==> src/rtl/mpu_pkg.sv <==
// Shared opcode encodings and FSM state type for the multicycle MPU.
package mpu_pkg;

  typedef enum logic [3:0] {
    OP_NOP  = 4'd0,
    OP_LDI  = 4'd1,
    OP_ADD  = 4'd2,
    OP_SUB  = 4'd3,
    OP_AND  = 4'd4,
    OP_OR   = 4'd5,
    OP_XOR  = 4'd6,
    OP_MOV  = 4'd7,
    OP_JMP  = 4'd8,
    OP_JZ   = 4'd9,
    OP_JC   = 4'd10,
    OP_HALT = 4'd15
  } opcode_e;

  typedef enum logic [1:0] {
    ST_FETCH = 2'd0,
    ST_EXEC  = 2'd1,
    ST_HALT  = 2'd2
  } state_e;

  localparam int OPCODE_W = 4;

  function automatic logic writes_reg(input logic [OPCODE_W-1:0] op);
    return (op >= 4'd1) && (op <= 4'd7);
  endfunction

endpackage

==> src/rtl/mpu_multicycle_if.sv <==
// Instruction fetch bus between the MPU (master) and instruction memory (slave).
interface mpu_multicycle_if #(
  parameter int ADDR_W  = 8,
  parameter int INSTR_W = 16
);
  logic [ADDR_W-1:0]  instr_addr;
  logic               instr_req;
  logic               instr_valid;
  logic [INSTR_W-1:0] instr_data;

  modport master (output instr_addr, output instr_req, input instr_valid, input instr_data);
  modport slave  (input instr_addr, input instr_req, output instr_valid, output instr_data);
endinterface

==> src/rtl/mpu_alu.sv <==
// Combinational datapath for the register-writing opcodes (LDI..MOV).
module mpu_alu
  import mpu_pkg::*;
#(
  parameter int DATA_W = 8
) (
  input  logic [OPCODE_W-1:0] op,
  input  logic [DATA_W-1:0]   a,
  input  logic [DATA_W-1:0]   b,
  input  logic [DATA_W-1:0]   imm,
  output logic [DATA_W-1:0]   value,
  output logic                carry,
  output logic                zero
);

  logic [DATA_W:0] sum_s;
  logic [DATA_W:0] diff_s;

  // The extra MSB of the difference is the unsigned borrow (a < b).
  assign sum_s  = {1'b0, a} + {1'b0, b};
  assign diff_s = {1'b0, a} - {1'b0, b};

  // Opcode-selected result and carry; logic ops, MOV and LDI leave carry clear.
  always_comb begin
    value = {DATA_W{1'b0}};
    carry = 1'b0;
    case (op)
      OP_LDI: value = imm;
      OP_ADD: begin
        value = sum_s[DATA_W-1:0];
        carry = sum_s[DATA_W];
      end
      OP_SUB: begin
        value = diff_s[DATA_W-1:0];
        carry = diff_s[DATA_W];
      end
      OP_AND: value = a & b;
      OP_OR:  value = a | b;
      OP_XOR: value = a ^ b;
      OP_MOV: value = b;
      default: begin
        value = {DATA_W{1'b0}};
        carry = 1'b0;
      end
    endcase
  end

  assign zero = (value == {DATA_W{1'b0}});

endmodule

==> src/rtl/mpu_multicycle.sv <==
// Two-cycle-per-instruction MPU: FETCH waits for the instruction, EXEC runs it in one cycle.
module mpu_multicycle
  import mpu_pkg::*;
#(
  parameter int DATA_W   = 8,
  parameter int NUM_REGS = 4,
  parameter int ADDR_W   = 8
) (
  input  logic              clk,
  input  logic              rst,
  mpu_multicycle_if.master  bus,
  output logic [DATA_W-1:0] result,
  output logic              result_valid,
  output logic              zero_flag,
  output logic              carry_flag,
  output logic              halted,
  output logic              illegal
);

  localparam int RIDX_W  = $clog2(NUM_REGS);
  localparam int INSTR_W = OPCODE_W + 2 * RIDX_W + DATA_W;

  state_e              state_r, state_next_s;
  logic [ADDR_W-1:0]   pc_r, pc_next_s, pc_inc_s, jump_tgt_s;
  logic [INSTR_W-1:0]  ir_r;
  logic [DATA_W-1:0]   regs_r [NUM_REGS];
  logic [OPCODE_W-1:0] op_s;
  logic [RIDX_W-1:0]   rd_s, rs_s;
  logic [DATA_W-1:0]   imm_s;
  logic [DATA_W-1:0]   alu_value_s;
  logic                alu_carry_s, alu_zero_s;
  logic                wr_en_s, illegal_set_s;
  logic [DATA_W-1:0]   result_r;
  logic                result_valid_r, zero_r, carry_r, halted_r, illegal_r, instr_req_r;

  // Everything in EXEC decodes from the captured copy, never from the live bus.
  assign op_s       = ir_r[INSTR_W-1 -: OPCODE_W];
  assign rd_s       = ir_r[DATA_W+RIDX_W +: RIDX_W];
  assign rs_s       = ir_r[DATA_W +: RIDX_W];
  assign imm_s      = ir_r[DATA_W-1:0];
  assign pc_inc_s   = pc_r + ADDR_W'(1);
  assign jump_tgt_s = imm_s[ADDR_W-1:0];

  mpu_alu #(.DATA_W(DATA_W)) u_alu (
    .op    (op_s),
    .a     (regs_r[rd_s]),
    .b     (regs_r[rs_s]),
    .imm   (imm_s),
    .value (alu_value_s),
    .carry (alu_carry_s),
    .zero  (alu_zero_s)
  );

  // Next-state, next-PC and write-enable decode.
  always_comb begin
    state_next_s  = state_r;
    pc_next_s     = pc_r;
    wr_en_s       = 1'b0;
    illegal_set_s = 1'b0;
    case (state_r)
      ST_FETCH: begin
        if (bus.instr_valid) state_next_s = ST_EXEC;
        else                 state_next_s = ST_FETCH;
      end
      ST_EXEC: begin
        state_next_s = ST_FETCH;
        pc_next_s    = pc_inc_s;
        case (op_s)
          OP_NOP: pc_next_s = pc_inc_s;
          OP_LDI, OP_ADD, OP_SUB, OP_AND, OP_OR, OP_XOR, OP_MOV: wr_en_s = writes_reg(op_s);
          OP_JMP: pc_next_s = jump_tgt_s;
          OP_JZ: begin
            if (zero_r) pc_next_s = jump_tgt_s;
            else        pc_next_s = pc_inc_s;
          end
          OP_JC: begin
            if (carry_r) pc_next_s = jump_tgt_s;
            else         pc_next_s = pc_inc_s;
          end
          OP_HALT: begin
            state_next_s = ST_HALT;
            pc_next_s    = pc_r;
          end
          default: illegal_set_s = 1'b1;
        endcase
      end
      ST_HALT: state_next_s = ST_HALT;
      default: state_next_s = ST_FETCH;
    endcase
  end

  // Control state: FSM, PC, instruction capture and the registered control outputs.
  always_ff @(posedge clk or posedge rst) begin
    if (rst) begin
      state_r     <= ST_FETCH;
      pc_r        <= {ADDR_W{1'b0}};
      ir_r        <= {INSTR_W{1'b0}};
      instr_req_r <= 1'b1;
      halted_r    <= 1'b0;
      illegal_r   <= 1'b0;
    end else begin
      state_r     <= state_next_s;
      pc_r        <= pc_next_s;
      instr_req_r <= (state_next_s == ST_FETCH);
      halted_r    <= (state_next_s == ST_HALT);
      if (state_r == ST_FETCH && bus.instr_valid) ir_r <= bus.instr_data;
      if (illegal_set_s) illegal_r <= 1'b1;
    end
  end

  // Datapath state: register file, last result and flags.
  always_ff @(posedge clk or posedge rst) begin
    if (rst) begin
      for (int i = 0; i < NUM_REGS; i++) regs_r[i] <= {DATA_W{1'b0}};
      result_r       <= {DATA_W{1'b0}};
      result_valid_r <= 1'b0;
      zero_r         <= 1'b0;
      carry_r        <= 1'b0;
    end else begin
      result_valid_r <= wr_en_s;
      if (wr_en_s) begin
        regs_r[rd_s] <= alu_value_s;
        result_r     <= alu_value_s;
        zero_r       <= alu_zero_s;
        carry_r      <= alu_carry_s;
      end
    end
  end

  assign bus.instr_addr = pc_r;
  assign bus.instr_req  = instr_req_r;
  assign result         = result_r;
  assign result_valid   = result_valid_r;
  assign zero_flag      = zero_r;
  assign carry_flag     = carry_r;
  assign halted         = halted_r;
  assign illegal        = illegal_r;

endmodule

==> src/flat_wrapper.sv <==
// flat-port wrapper written by rule: the top's interface ports become plain ports
module mpu_multicycle_flat import mpu_pkg::*;
#(
  parameter int DATA_W   = 8,
  parameter int NUM_REGS = 4,
  parameter int ADDR_W   = 8
)
  (clk, rst, result, result_valid, zero_flag, carry_flag, halted, illegal, bus_instr_addr, bus_instr_req, bus_instr_valid, bus_instr_data);
  mpu_multicycle_if #(.ADDR_W(ADDR_W), .INSTR_W((16))) bus_i ();
  input  logic clk;
  input  logic rst;
  output logic [DATA_W-1:0] result;
  output logic result_valid;
  output logic zero_flag;
  output logic carry_flag;
  output logic halted;
  output logic illegal;
  output wire logic [$bits(bus_i.instr_addr)-1:0] bus_instr_addr;
  output wire logic [$bits(bus_i.instr_req)-1:0] bus_instr_req;
  input wire logic [$bits(bus_i.instr_valid)-1:0] bus_instr_valid;
  input wire logic [$bits(bus_i.instr_data)-1:0] bus_instr_data;
  assign bus_instr_addr = bus_i.instr_addr;
  assign bus_instr_req = bus_i.instr_req;
  assign bus_i.instr_valid = bus_instr_valid;
  assign bus_i.instr_data = bus_instr_data;
  mpu_multicycle #(.DATA_W(DATA_W), .NUM_REGS(NUM_REGS), .ADDR_W(ADDR_W)) u_core (.clk(clk), .rst(rst), .bus(bus_i), .result(result), .result_valid(result_valid), .zero_flag(zero_flag), .carry_flag(carry_flag), .halted(halted), .illegal(illegal));
endmodule
==> config.mk <==
export PLATFORM = sky130hd
export DESIGN_NAME = mpu_multicycle_flat
export DESIGN_NICKNAME = d
export VERILOG_FILES = /design/src/rtl/mpu_pkg.sv /design/src/rtl/mpu_multicycle_if.sv /design/src/rtl/mpu_alu.sv /design/src/rtl/mpu_multicycle.sv /design/src/flat_wrapper.sv
export SDC_FILE = /design/constraint.sdc
export NUM_CORES = 1
export LEC_CHECK = 0
export BUFFER_PORTS_ARGS = -buffer_cell sky130_fd_sc_hd__buf_2
export CAP_MARGIN = 20
export CORE_UTILIZATION = 25
export CTS_CLUSTER_DIAMETER = 30
export CTS_CLUSTER_SIZE = 16
export DETAILED_ROUTE_END_ITERATION = 10
export PLACE_DENSITY = 0.39
export SLEW_MARGIN = 20
export SYNTH_ARGS = -nofsm -noshare
export SYNTH_HDL_FRONTEND = slang
export SYNTH_HIERARCHICAL = 1
export SYNTH_SLANG_ARGS = --single-unit
==> constraint.sdc <==
create_clock -name clk -period 4.6 [get_ports clk]
set_input_delay 0.69 -clock clk [delete_from_list [all_inputs] [get_ports clk]]
set_output_delay 0.69 -clock clk [all_outputs]
set_load 0.005 [all_outputs]
==> impl_metrics.env <==
export IMPL_io_pin_count=41
export IMPL_synthCells=437
export IMPL_grt_max_degree=38
export IMPL_max_cap_violations=0
export IMPL_critical_path_top_delay_family="simple AND/OR/NAND/NOR gates"
export IMPL_core_area_um2=18300
export IMPL_drive_gt1_share_pct=29.6
export IMPL_nFillCells=1892
export IMPL_hold_viol_final=0
export IMPL_slew_viol_final=0
export IMPL_p_per_area_nw_per_um2=717
export IMPL_cts_buffer_depth=2
export IMPL_ys_ff_latch=72
export IMPL_synth_commonest_cells="dfrtp_1, mux2_2, nand2_1"
export IMPL_via_per_inst=5.02
export IMPL_syn_area_um2=4730
export IMPL_synth_flop_cell="dfrtp_1"
export IMPL_numCtsBuffers=9
export IMPL_clk_latency_ns=0.35
export IMPL_htree_levels=3
export IMPL_synth_edff_count=0
export IMPL_overflow=0
export IMPL_drtIter0Drc=108
export IMPL_grt_usage_pct=13.8
export IMPL_setup_tns_ns=0
export IMPL_critPathKind="register to register"
export IMPL_place_area_um2=5130
export IMPL_r2r_end="u_core/zero_flag"
export IMPL_period_minus_slack_ns=3.70
export IMPL_via_count=3526
export IMPL_area_delta_synth_final_pct=15.2
export IMPL_tritoncts="done"
export IMPL_post_route_period_util_pct=80.5
export IMPL_worstPathArrival_ns=3.99
export IMPL_drt_wl_total_mm=12.7
export IMPL_nNetsFinal=514
export IMPL_max_slew_margin_pct=36.1
export IMPL_yosysTopAreaCell="dfrtp_1"
export IMPL_status="finished clean"
export IMPL_grt_pass1_vias=3578
export IMPL_start_kind="register"
export IMPL_rows=49
export IMPL_ir_worst_vdd_uv=209
export IMPL_cp_data_required_time_ns=4.89
export IMPL_die_x_um=140
export IMPL_hold_class="input pin to async pin"
export IMPL_cp_max_fo=13
export IMPL_globalplace_congestion=0.844
export IMPL_cts_resized=0
export IMPL_yosysSeqAreaShare_pct=38.1
export IMPL_cts_hold_buf=0
export IMPL_start_util_pct=25.9
export IMPL_fmax_ghz=0.270
export IMPL_grt_pass1_wl_mm=20.5
export IMPL_fin_skew_ns=0.0115
export IMPL_post_cts_setup_buffers=0
export IMPL_ant_nets=0
export IMPL_antenna_found_initial=0
export IMPL_cpMaxStageDelayCell="dfrtp_1"
export IMPL_die_area_um2=19500
export IMPL_path_buf_inv=1
export IMPL_crit_chain="mux4_2 -> inv_1 -> ha_1 -> nor3b_2 -> or3_4 -> a21oi_4 -> xnor2_1 -> a221o_1 -> nor4_2 -> nand2_1 -> nand2_1"
export IMPL_seqCellArea_um2=1800
export IMPL_worst_pin_slew_ns=0.959
export IMPL_cts_root_buffer="clkbuf_16"
export IMPL_hpwl_mm=9.36
export IMPL_final_setup_viol_count=0
export IMPL_drc_errors=0
export IMPL_multi_input_area_um2=2720
export IMPL_p_leak_nw=2.38
export IMPL_clk_pin_slew_ns=0.06
export IMPL_routedWlPerCell_um=18.0
export IMPL_cp_common_cell="nand2_1"
export IMPL_endpoint_kind="register"
export IMPL_yosysMostFrequentCell="dfrtp_1"
export IMPL_synth_area_top_cells="dfrtp_1, mux2_2, mux4_2"
export IMPL_synth_fp_nets=483
export IMPL_rsz0062_at_grt="false"
export IMPL_r2r_start="u_core/ir_r[10]"
export IMPL_portBuffers=40
export IMPL_reg2reg_slack_ns=0.90
export IMPL_synth_top_area_share_pct=37.6
export IMPL_dr_pass1_iters=4
export IMPL_n_antenna_cell=0
export IMPL_stdcell_area_um2=5450
export IMPL_worst_path_largest_cell_delay_ns=0.86
export IMPL_reg2regPathDepth=11
export IMPL_async_flop_share_pct=100
export IMPL_die_y_um=140
export IMPL_synth_warnings=6
export IMPL_numClockSinks=72
export IMPL_syn_avg_cell_area_um2=10.8
export IMPL_ys_types=70
-- layout by cell type, fill, tap and decap left out, types with 5 or more instances in the layout --
master and count:
buf_2 40, and3_1 6, o21ai_0 14, ha_1 25, nor2_1 14, nand2b_1 9
nand2_1 42, mux2_2 48, dfrtp_1 71, inv_1 25, nand3_1 8, a21oi_1 13
mux4_2 17, a221o_1 8, clkbuf_16 9, mux2i_1 5, nor2b_1 7, nor3_1 6
-- registers in the layout (all words and copies together), names as in the netlist --
name / count
u_core/bus.instr_addr: 8
u_core/bus.instr_req: 1
u_core/carry_flag: 1
u_core/halted: 1
u_core/illegal: 1
u_core/ir_r: 16
u_core/regs_r: 32
u_core/result: 8
u_core/result_valid: 1
u_core/state_r: 2
u_core/zero_flag: 1
-- how the worst max path moves through the flow --
stage                     slack [ns]       startpoint               end  depth (start not counted)
final                           0.90  u_core/ir_r[10]  u_core/zero_flag                         11
after global routing            0.67  u_core/ir_r[11]  u_core/zero_flag                         11
after CTS                       0.89  u_core/ir_r[10]  u_core/zero_flag                         11
after detailed placement        0.90  u_core/ir_r[10]  u_core/zero_flag                         11
after global placement          0.94  u_core/ir_r[10]  u_core/zero_flag                         11
after floorplan                 1.28  u_core/ir_r[11]  u_core/zero_flag                         12
-- final cells by class --
class                   count  area share (%)
flip-flops and latches     72            33.1
clock inverters             6            1.65
inverters                  28            1.93
multi-input cells         315            49.9
clock buffers              10            4.20
well taps                 229            5.26
repair buffers             42            3.95
-- power breakdown --
part           internal, mW  switching (mW)  total (mW)
logic                 0.889            1.05        1.94
clock network         0.478           0.287       0.764
registers             0.857           0.341        1.20
-- metal layers --
metal  vias to the layer above  track usage (%)  share of wire (%)
met2                        88             22.4                 47
met5                         -                0                  0
met1                      1745             17.9                 47
li1                       1681                -                  -
met3                        12             3.03                4.6
met4                         0             5.20                1.7
-- stage by stage --
stage          utilization, %  hold slack, ns  instances  power (mW)  setup slack, ns
2_1_floorplan               -           0.466        437        2.60             1.28
3_3_place_gp             28.1           0.460        686        3.14            0.940
3_5_place_dp             28.1           0.460        686        3.15            0.899
4_1_cts                  29.8           0.488        702        3.95            0.889
5_1_grt                  29.8           0.501        702        4.20            0.674
6_report                 29.8           0.470        702        3.90            0.897
-- logic make-up after synthesis --
logic type | share of synthesized area (%)
xor gates and xnor gates | 0.926
AOI/OAI and AO/OA | 12.9
muxes | 20.6
buffers and inverters | 4.52
and+or+nand+nor | 15.5
DFF | 38.1
adders and majority gates | 7.46
Note: power is estimated with default switching activity, not from simulation.
